===== config.mk =====
export PLATFORM = sky130hd
export DESIGN_NAME = solver_run_monitor_flat
export DESIGN_NICKNAME = d
export VERILOG_FILES = /design/src/rtl/solver_run_monitor_pkg.sv /design/src/rtl/solver_run_monitor_if.sv /design/src/rtl/solver_run_monitor_sat_counter.sv /design/src/rtl/solver_run_monitor.sv /design/src/flat_wrapper.sv
export SDC_FILE = /design/constraint.sdc
export NUM_CORES = 1
export LEC_CHECK = 0
export CAP_MARGIN = 10
export CORE_AREA = 5 5 126 158
export CTS_CLUSTER_SIZE = 40
export DETAILED_ROUTE_END_ITERATION = 10
export DIE_AREA = 0 0 131 163
export GPL_TIMING_DRIVEN = 0
export SLEW_MARGIN = 20
export SYNTH_ARGS = -nofsm -noshare
export SYNTH_HDL_FRONTEND = slang
export SYNTH_SLANG_ARGS = --single-unit

===== constraint.sdc =====
create_clock -name clk -period 2.9 [get_ports clk]
set_input_delay 0.29 -clock clk [delete_from_list [all_inputs] [get_ports clk]]
set_output_delay 0.29 -clock clk [all_outputs]
set_load 0.01 [all_outputs]

===== src/rtl/solver_run_monitor_pkg.sv =====
// solver_pkg: shared types and helpers for the solver run monitor.
//   state_t    run-controller states
//   img_words  number of legal memory words for an image of rows x cols
package solver_pkg;
    typedef enum logic [1:0] {IDLE, RESET, RUN, DONE} state_t;
    function automatic int img_words(input int rows, input int cols);
        return rows * cols;
    endfunction
endpackage


===== src/rtl/solver_run_monitor_if.sv =====
// solver_run_monitor_if: solver-side signals between the run monitor and waffle_solver/memory.
//   master (monitor): drives solver_rst; observes complete, result, we, addr1, addr2
//   slave  (solver) : receives solver_rst; drives complete, result, we, addr1, addr2
interface solver_run_monitor_if #(parameter int DATA_W = 32, parameter int ADDR_W = 32);
    logic              solver_rst;
    logic              complete;
    logic [DATA_W-1:0] result;
    logic              we;
    logic [ADDR_W-1:0] addr1;
    logic [ADDR_W-1:0] addr2;
    modport master (output solver_rst, input complete, result, we, addr1, addr2);
    modport slave  (input solver_rst, output complete, result, we, addr1, addr2);
endinterface


===== src/rtl/solver_run_monitor_sat_counter.sv =====
// sat_counter: saturating up-counter with synchronous clear.
//   clk, rst  clock, sync active-high reset
//   clear     zero the count
//   inc       add one unless already at all-ones
//   q         count
module sat_counter #(parameter int W = 32) (
    input  logic         clk,
    input  logic         rst,
    input  logic         clear,
    input  logic         inc,
    output logic [W-1:0] q
);
    always_ff @(posedge clk)
        q <= (rst || clear) ? '0 : (inc && !(&q)) ? q + 1'b1 : q;
endmodule


===== src/rtl/solver_run_monitor.sv =====
// solver_run_monitor: sequences one waffle_solver run per start pulse and reports its outcome.
//   clk, rst                 clock, sync active-high reset
//   start, check_en, expected host run request and golden result
//   sif (master)             solver reset out; complete/result/memory snoop in
//   busy, done, pass, timeout, addr_err   run status (registered)
//   cycle_count, write_count, result_q    run statistics and captured result
module solver_run_monitor
    import solver_pkg::*;
#(
    parameter int IMG_ROWS   = 32,
    parameter int IMG_COLS   = 32,
    parameter int DATA_W     = 32,
    parameter int ADDR_W     = 32,
    parameter int CNT_W      = 32,
    parameter int RST_CYCLES = 2,
    parameter int MAX_CYCLES = 1_000_000
) (
    input  logic                 clk,
    input  logic                 rst,
    input  logic                 start,
    input  logic                 check_en,
    input  logic [DATA_W-1:0]    expected,
    solver_run_monitor_if.master sif,
    output logic                 busy,
    output logic                 done,
    output logic                 pass,
    output logic                 timeout,
    output logic                 addr_err,
    output logic [CNT_W-1:0]     cycle_count,
    output logic [CNT_W-1:0]     write_count,
    output logic [DATA_W-1:0]    result_q
);
    localparam int RCW = $clog2(RST_CYCLES + 1);
    // One extra bit so the word count never truncates against a full-width address.
    localparam logic [ADDR_W:0] WORDS = (ADDR_W + 1)'(img_words(IMG_ROWS, IMG_COLS));
    state_t         state;
    logic [RCW-1:0] rst_cnt;
    logic           start_ok, in_run, at_limit, bad_addr, addr_err_next;
    assign start_ok      = start && (state == IDLE || state == DONE);
    assign in_run        = state == RUN;
    // The limit cycle is the one that brings cycle_count up to MAX_CYCLES.
    assign at_limit      = cycle_count == CNT_W'(MAX_CYCLES - 1);
    assign bad_addr      = ({1'b0, sif.addr1} >= WORDS) || ({1'b0, sif.addr2} >= WORDS);
    assign addr_err_next = addr_err || (in_run && bad_addr);
    sat_counter #(.W(CNT_W)) u_cycles (
        .clk(clk), .rst(rst), .clear(start_ok), .inc(in_run), .q(cycle_count)
    );
    sat_counter #(.W(CNT_W)) u_writes (
        .clk(clk), .rst(rst), .clear(start_ok), .inc(in_run && sif.we), .q(write_count)
    );
    always_ff @(posedge clk) begin
        if (rst) begin
            state          <= IDLE;
            rst_cnt        <= '0;
            sif.solver_rst <= 1'b1;
            busy           <= 1'b0;
            done           <= 1'b0;
            pass           <= 1'b0;
            timeout        <= 1'b0;
            addr_err       <= 1'b0;
            result_q       <= '0;
        end else begin
            case (state)
                IDLE, DONE: if (start) begin
                    state    <= RESET;
                    rst_cnt  <= RCW'(RST_CYCLES - 1);
                    busy     <= 1'b1;
                    done     <= 1'b0;
                    pass     <= 1'b0;
                    timeout  <= 1'b0;
                    addr_err <= 1'b0;
                    result_q <= '0;
                end
                RESET: if (rst_cnt == '0) begin
                    state          <= RUN;
                    sif.solver_rst <= 1'b0;
                end else begin
                    rst_cnt <= rst_cnt - 1'b1;
                end
                RUN: begin
                    addr_err <= addr_err_next;
                    // complete beats the limit when both land on the same cycle.
                    if (sif.complete || at_limit) begin
                        state          <= DONE;
                        sif.solver_rst <= 1'b1;
                        busy           <= 1'b0;
                        done           <= 1'b1;
                        timeout        <= !sif.complete;
                        pass           <= sif.complete && !addr_err_next &&
                                          (!check_en || sif.result == expected);
                        if (sif.complete) result_q <= sif.result;
                    end
                end
                default: state <= IDLE;
            endcase
        end
    end
endmodule


===== src/flat_wrapper.sv =====
// flat-port wrapper written by rule: the top's interface ports become plain ports
module solver_run_monitor_flat import solver_pkg::*;
#(
    parameter int IMG_ROWS   = 32,
    parameter int IMG_COLS   = 32,
    parameter int DATA_W     = 32,
    parameter int ADDR_W     = 32,
    parameter int CNT_W      = 32,
    parameter int RST_CYCLES = 2,
    parameter int MAX_CYCLES = 1_000_000
)
  (clk, rst, start, check_en, expected, busy, done, pass, timeout, addr_err, cycle_count, write_count, result_q, sif_solver_rst, sif_complete, sif_result, sif_we, sif_addr1, sif_addr2);
  solver_run_monitor_if #(.DATA_W(DATA_W), .ADDR_W(ADDR_W)) sif_i ();
  input  logic clk;
  input  logic rst;
  input  logic start;
  input  logic check_en;
  input  logic [DATA_W-1:0] expected;
  output logic busy;
  output logic done;
  output logic pass;
  output logic timeout;
  output logic addr_err;
  output logic [CNT_W-1:0] cycle_count;
  output logic [CNT_W-1:0] write_count;
  output logic [DATA_W-1:0] result_q;
  output wire logic [$bits(sif_i.solver_rst)-1:0] sif_solver_rst;
  input wire logic [$bits(sif_i.complete)-1:0] sif_complete;
  input wire logic [$bits(sif_i.result)-1:0] sif_result;
  input wire logic [$bits(sif_i.we)-1:0] sif_we;
  input wire logic [$bits(sif_i.addr1)-1:0] sif_addr1;
  input wire logic [$bits(sif_i.addr2)-1:0] sif_addr2;
  assign sif_solver_rst = sif_i.solver_rst;
  assign sif_i.complete = sif_complete;
  assign sif_i.result = sif_result;
  assign sif_i.we = sif_we;
  assign sif_i.addr1 = sif_addr1;
  assign sif_i.addr2 = sif_addr2;
  solver_run_monitor #(.IMG_ROWS(IMG_ROWS), .IMG_COLS(IMG_COLS), .DATA_W(DATA_W), .ADDR_W(ADDR_W), .CNT_W(CNT_W), .RST_CYCLES(RST_CYCLES), .MAX_CYCLES(MAX_CYCLES)) u_core (.clk(clk), .rst(rst), .start(start), .check_en(check_en), .expected(expected), .sif(sif_i), .busy(busy), .done(done), .pass(pass), .timeout(timeout), .addr_err(addr_err), .cycle_count(cycle_count), .write_count(write_count), .result_q(result_q));
endmodule

[Yosys cells after proc, flatten, opt, wreduce, memory -nomap -nowiden]
Index checks and enable logic that the tools add are counted.
Word-level totals
  register bits after elaboration: 106
  input bits: 134
  output and inout bits: 102
  word-level logic and storage cells: 81
Cells by class
  add/sub/neg operators: 3
  $lt $le $gt $ge: 2
  equal/unequal tests: 10
  multiplexer cells: 23
  reductions and logical operators: 32
Operators with widths (count)
  $mux 32: 3
  $add 32x1->32 const B: 2
  $ge 32x11->1 const B: 2
  $pmux 32 s2: 1
  $reduce_and 32->1: 2
  $eq 32x20->1 const B: 1
  $eq 32x32->1: 1
  $pmux 1 s2: 6
  $reduce_and 3->1: 4
  $mux 2: 4
  $ne 2x2->1 const B: 4
  $logic_and 1x1->1: 7
  $mux 1: 7
  $logic_or 1x1->1: 6
  $pmux 2 s3: 1
  $reduce_bool 2->1: 3
  $logic_not 1->1: 5
  $eq 2x2->1 const B: 2
  $logic_not 2->1: 2
  $pmux 2 s2: 1
  $reduce_and 4->1: 1
  $eq 2x1->1 const B: 1
  $ne 2x1->1 const B: 1
  $reduce_and 2->1: 1
  2 further kinds: 2

[Longest topological paths before layout]
  word-level depth: 9
  depth in mapped cells: 9
  mapped depth without buffers: 7

[Modules after synthesis]
A second synthesis with hierarchy kept.
Second synthesis, totals
  cell total of the unflattened synthesis: 636
  area, all modules: 5460.2 um^2
Modules (own cells, without submodules)
  sat_counter: instances 2, cells an instance 194, area an instance 1636.6 um^2, seq. area each 640.6 um^2
  solver_run_monitor: instances 1, cells an instance 248, area an instance 2187.1 um^2, seq. area each 840.8 um^2

[Worst setup path before layout]
Ideal clock, no wire load.
  path kind: reg-to-reg
  from: register u_core.u_cycles.q[1]
  to: register u_core.u_cycles.q[4]
  setup time: 68 ps
  arrival: 2221 ps
  required time: 2832 ps
  slack: 611 ps
  cell stages (with the launch flop): 10
  path buffers: 3
  period minus slack after synthesis: 2289 ps
  cell sequence: dfxtp_1 ha_1 nand3_2 or4_1 buf_6 o31ai_4 buf_6 buf_12 o21ai_1 a21oi_2
On the way
  longest elaborated chain between the ends: 3
  elaborated cells on any way between the ends: 4
  those cells by class: 1 x add/sub; 3 x reduce/logical
RTL lines
  start, declared: line solver_run_monitor_sat_counter.sv:11  | output logic [W-1:0] q
  start signal, assigned: line solver_run_monitor_sat_counter.sv:14  | q <= (rst || clear) ? '0 : (inc && !(&q)) ? q + 1'b1 : q;
  parallel branches: the longest is 3 deep, another holds $add 32x1->32
Parallel ways; which one is timed is not known.
A chain may end at the register's enable or synchronous reset.

[Final worst setup path]
  from: register u_core.state[0]
  to: register u_core.u_writes.q[24]
On the way
  elaborated cells on any way between the ends: 8
  those cells by class: 2 x eq/ne; 6 x reduce/logical
RTL lines
  start, declared: line solver_run_monitor.sv:36  | state_t state;
  start signal, assigned: line solver_run_monitor.sv:53  | state <= IDLE;
  start signal, assigned: line solver_run_monitor.sv:65  | state <= RESET;
  start signal, assigned: line solver_run_monitor.sv:75  | state <= RUN;
  $eq 2x2->1: line solver_run_monitor.sv:40  | assign in_run = state == RUN;
  named net u_core.in_run: line solver_run_monitor.sv:38  | logic start_ok, in_run, at_limit, bad_addr, addr_err_next;
  $logic_and 1x1->1: line solver_run_monitor.sv:49  | .clk(clk), .rst(rst), .clear(start_ok), .inc(in_run && sif.we), .q(write_count)
  $logic_and 1x1->1: line solver_run_monitor_sat_counter.sv:14
  end signal, assigned: line solver_run_monitor_sat_counter.sv:14
  end, declared: line solver_run_monitor_sat_counter.sv:11
The timed path passes the listed nets, and every way through them passes these cells.

==> run metrics <==
core box area 0.01836 mm2; vias in the first global route 5559; Hold-fix buffers, CTS 0; Synth async-reset ratio 0%; Clock Path Buffers 2; global placement routability congestion 0.8077; first-pass GRT wire length 29.91 mm; Final Hold Vio Count 0; 1st-iter DRT viols 299; post-synth net total 754; routed wire length 19.30 mm; Tcrit/Tclk final 92.09%; largest net degree at the start of global routing 20; HPWL Detailed 15.28 mm; Final min period 2671 ps; critical path class reg2reg; Placed Cells 1071; DIE AREA 0.02135 mm2; syn_area_per_cell 8.736 um2; CTS Sinks 106; placed cell area 0.007906 mm2; DRT antenna net count 0; # setup viols final 0; crit path max fanout 10; Post-synth EDFFs 0; DRC 0; mapped cell area 0.005364 mm2; clock tree from TritonCTS done; R2R setup slack 230 ps; clock skew 10.22 ps; FILL cells 1863; Crit. End Element flop; worst slew pin tran 1039 ps; Clk Latency, worst-skew pair 350 ps; layout cells sized above 1 7.251%; status completed; via count 5705; number of max-cap violations 0; initial antenna violation count 0; hold crit path type reg2reg; post-synthesis sequential element count 106; Final Cell Area 0.008210 mm2; row cnt 56; Final nets 990; CP bufs+invs 3; Remaining Overflow, GRT 0; Total Routing Usage GR 17.82%; clk root buf clkbuf_16; post-synthesis sequential area ratio 39.56%; First-pass DRT Iterations 5; Critical Path Start u_core.state[0]; footprint of the multi-input gates 0.003075 mm2; chip height 163 um; Crit path required time 3180 ps; Distinct cells, synth 58; effective utilization at floorplan 29.22%; quantity of I/O buffers inserted on ports 225; RSZ-0062 raised after global routing no; I/O pins 236; crit start category flop; crit path capture u_core.u_writes.q[24]; Area growth syn-to-layout 53.07%; FF+latch area 0.002122 mm2; fin. max-slew vios 0; P per Cell Area 488.0 mW/mm2; max incr delay on CP 510 ps; Via-to-Cell Ratio 5.248; antenna fix cells 0; Slew headroom 30.10%; Die Wd 131 um; reg2reg start u_core.state[0]; VDD IR-drop max 276.7 uV; Stages on worst setup path 9; total CTS buffers 9; Leak 2.628 nW; Data arrival, critical path 2950 ps; drt wl/cell 17.75 um; yosys warns 0; clock slew at reported path FFs 80 ps; FF-to-FF path depth 9; Top delay family on crit path buffers and inverters; CP max-delay cell clkbuf_1; H-Tree Depth 3; maximum clock rate 374.4 MHz; CP cell instances inv_1, ha_1, clkbuf_1, and2_1, nand3_1, a21o_1, clkbuf_1, or3_1, a21oi_1; post-route insts no fill 1087; Gate Count Post-Synth 614; Most common cell on crit path clkbuf_1; Critical R2R Capture u_core.u_writes.q[24]; Top FF cell, synth dfxtp_1
==> sequential cells by signal, summed over array words and instances, names as in the netlist <==
register / flops
u_core.result_q: 32
u_core.u_writes.q: 32
u_core.state: 2
u_core.pass: 1
u_core.rst_cnt: 2
u_core.done: 1
u_core.timeout: 1
u_core.sif.solver_rst: 1
u_core.addr_err: 1
u_core.busy: 1
u_core.u_cycles.q: 32
==> through the flow <==
step / power (W) / util [%] / hold slack [ps] / setup WS, ps / TNS, ps
6_report: 0.004006 / 44.72 / 475.9 / 229.3 / 0
5_1_grt: 0.004233 / 44.72 / 501.0 / 25.14 / 0
4_1_cts: 0.004055 / 44.70 / 479.9 / 24.36 / 0
3_5_place_dp: 0.002814 / 43.07 / 451.9 / -36.29 / -88.81
3_3_place_gp: 0.002806 / 43.07 / 446.2 / -5.563 / -5.563
2_1_floorplan: 0.002249 / - / 415.7 / 611.0 / 0
==> cells in the final DEF, fill, tap and decap left out, types with 11 or more instances in the layout <==
master           count
or4_1               16
nand2_1             44
nor2_1              29
nand4_1             32
clkdlybuf4s50_1    225
a21oi_1             43
o21ai_0             24
xnor2_1             42
nand3_1             24
dfxtp_1            106
nor4_1              24
o31ai_1             11
clkbuf_1            20
a22o_1              32
or3_1               20
and3_1              12
==> logic make-up after synthesis <==
group / share of synthesized area (%)
adders and majority gates: 1.400
buffers and inverters: 3.195
and+or+nand+nor: 27.43
muxes: 0.3965
xor gates and xnor gates: 7.021
AOI/OAI and AO/OA: 20.99
DFF: 39.56
==> final cells by class <==
| class | instances | share of cell area, % |
|---|---|---|
| multi-input combinational | 471 | 37.46 |
| timing repair buffer | 225 | 27.43 |
| tap | 232 | 3.536 |
| clock buffer | 10 | 2.911 |
| buffer | 27 | 1.676 |
| sequential | 106 | 25.85 |
| inverter | 10 | 0.4572 |
| clock inverter | 6 | 0.6858 |
==> per-layer routing <==
layer  global-route usage (%)  vias to the layer above  routed length (um)
li1                         -                     2821                   -
met1                    21.37                     2650                7792
met2                    30.94                      221                9622
met3                    5.446                       13                1696
met4                    4.069                        0                 183
met5                        0                        -                   0
==> cells in the mapped netlist (all sizes together), types with 22 or more instances <==
library cell / n / area share [%]
or4: 22 / 3.2
a21oi: 50 / 5.2
dfxtp: 106 / 40
a22o: 32 / 5.2
nor4: 24 / 2.8
o21ai: 31 / 3.2
nand4: 32 / 3.7
xnor2: 42 / 6.9
or3: 28 / 3.5
clkbuf: 22 / 1.5
nand2: 45 / 3.2
nor2: 29 / 2.0
nand3: 25 / 2.4
==> what timing repair did <==
| action | 4_1_cts | 5_1_grt |
|---|---|---|
| resized for setup | 1 | 5 |
| endpoints found under the hold margin | 0 | 0 |
| setup buffers | 0 | 0 |
| setup endpoints to repair | 10 | 50 |
==> power by group <==
part	switching, W	internal, W	leakage [nW]
sequential	0.0000611	0.00155	0.856
combinational	0.000639	0.000523	1.63
clock	0.000610	0.000628	0.144
total	0.00131	0.00270	2.63
==> how the worst min path moves through the flow <==
stage,from,end,slack (ps),cells after the start
CTS,u_core.timeout,u_core.timeout,480,1
floorplan,sif_result[0],u_core.result_q[0],420,1
global placement,u_core.timeout,u_core.timeout,450,1
finish,u_core.timeout,u_core.timeout,480,1
detailed placement,u_core.timeout,u_core.timeout,450,1
global route,u_core.timeout,u_core.timeout,500,1
(Power assumes the default switching activity.)
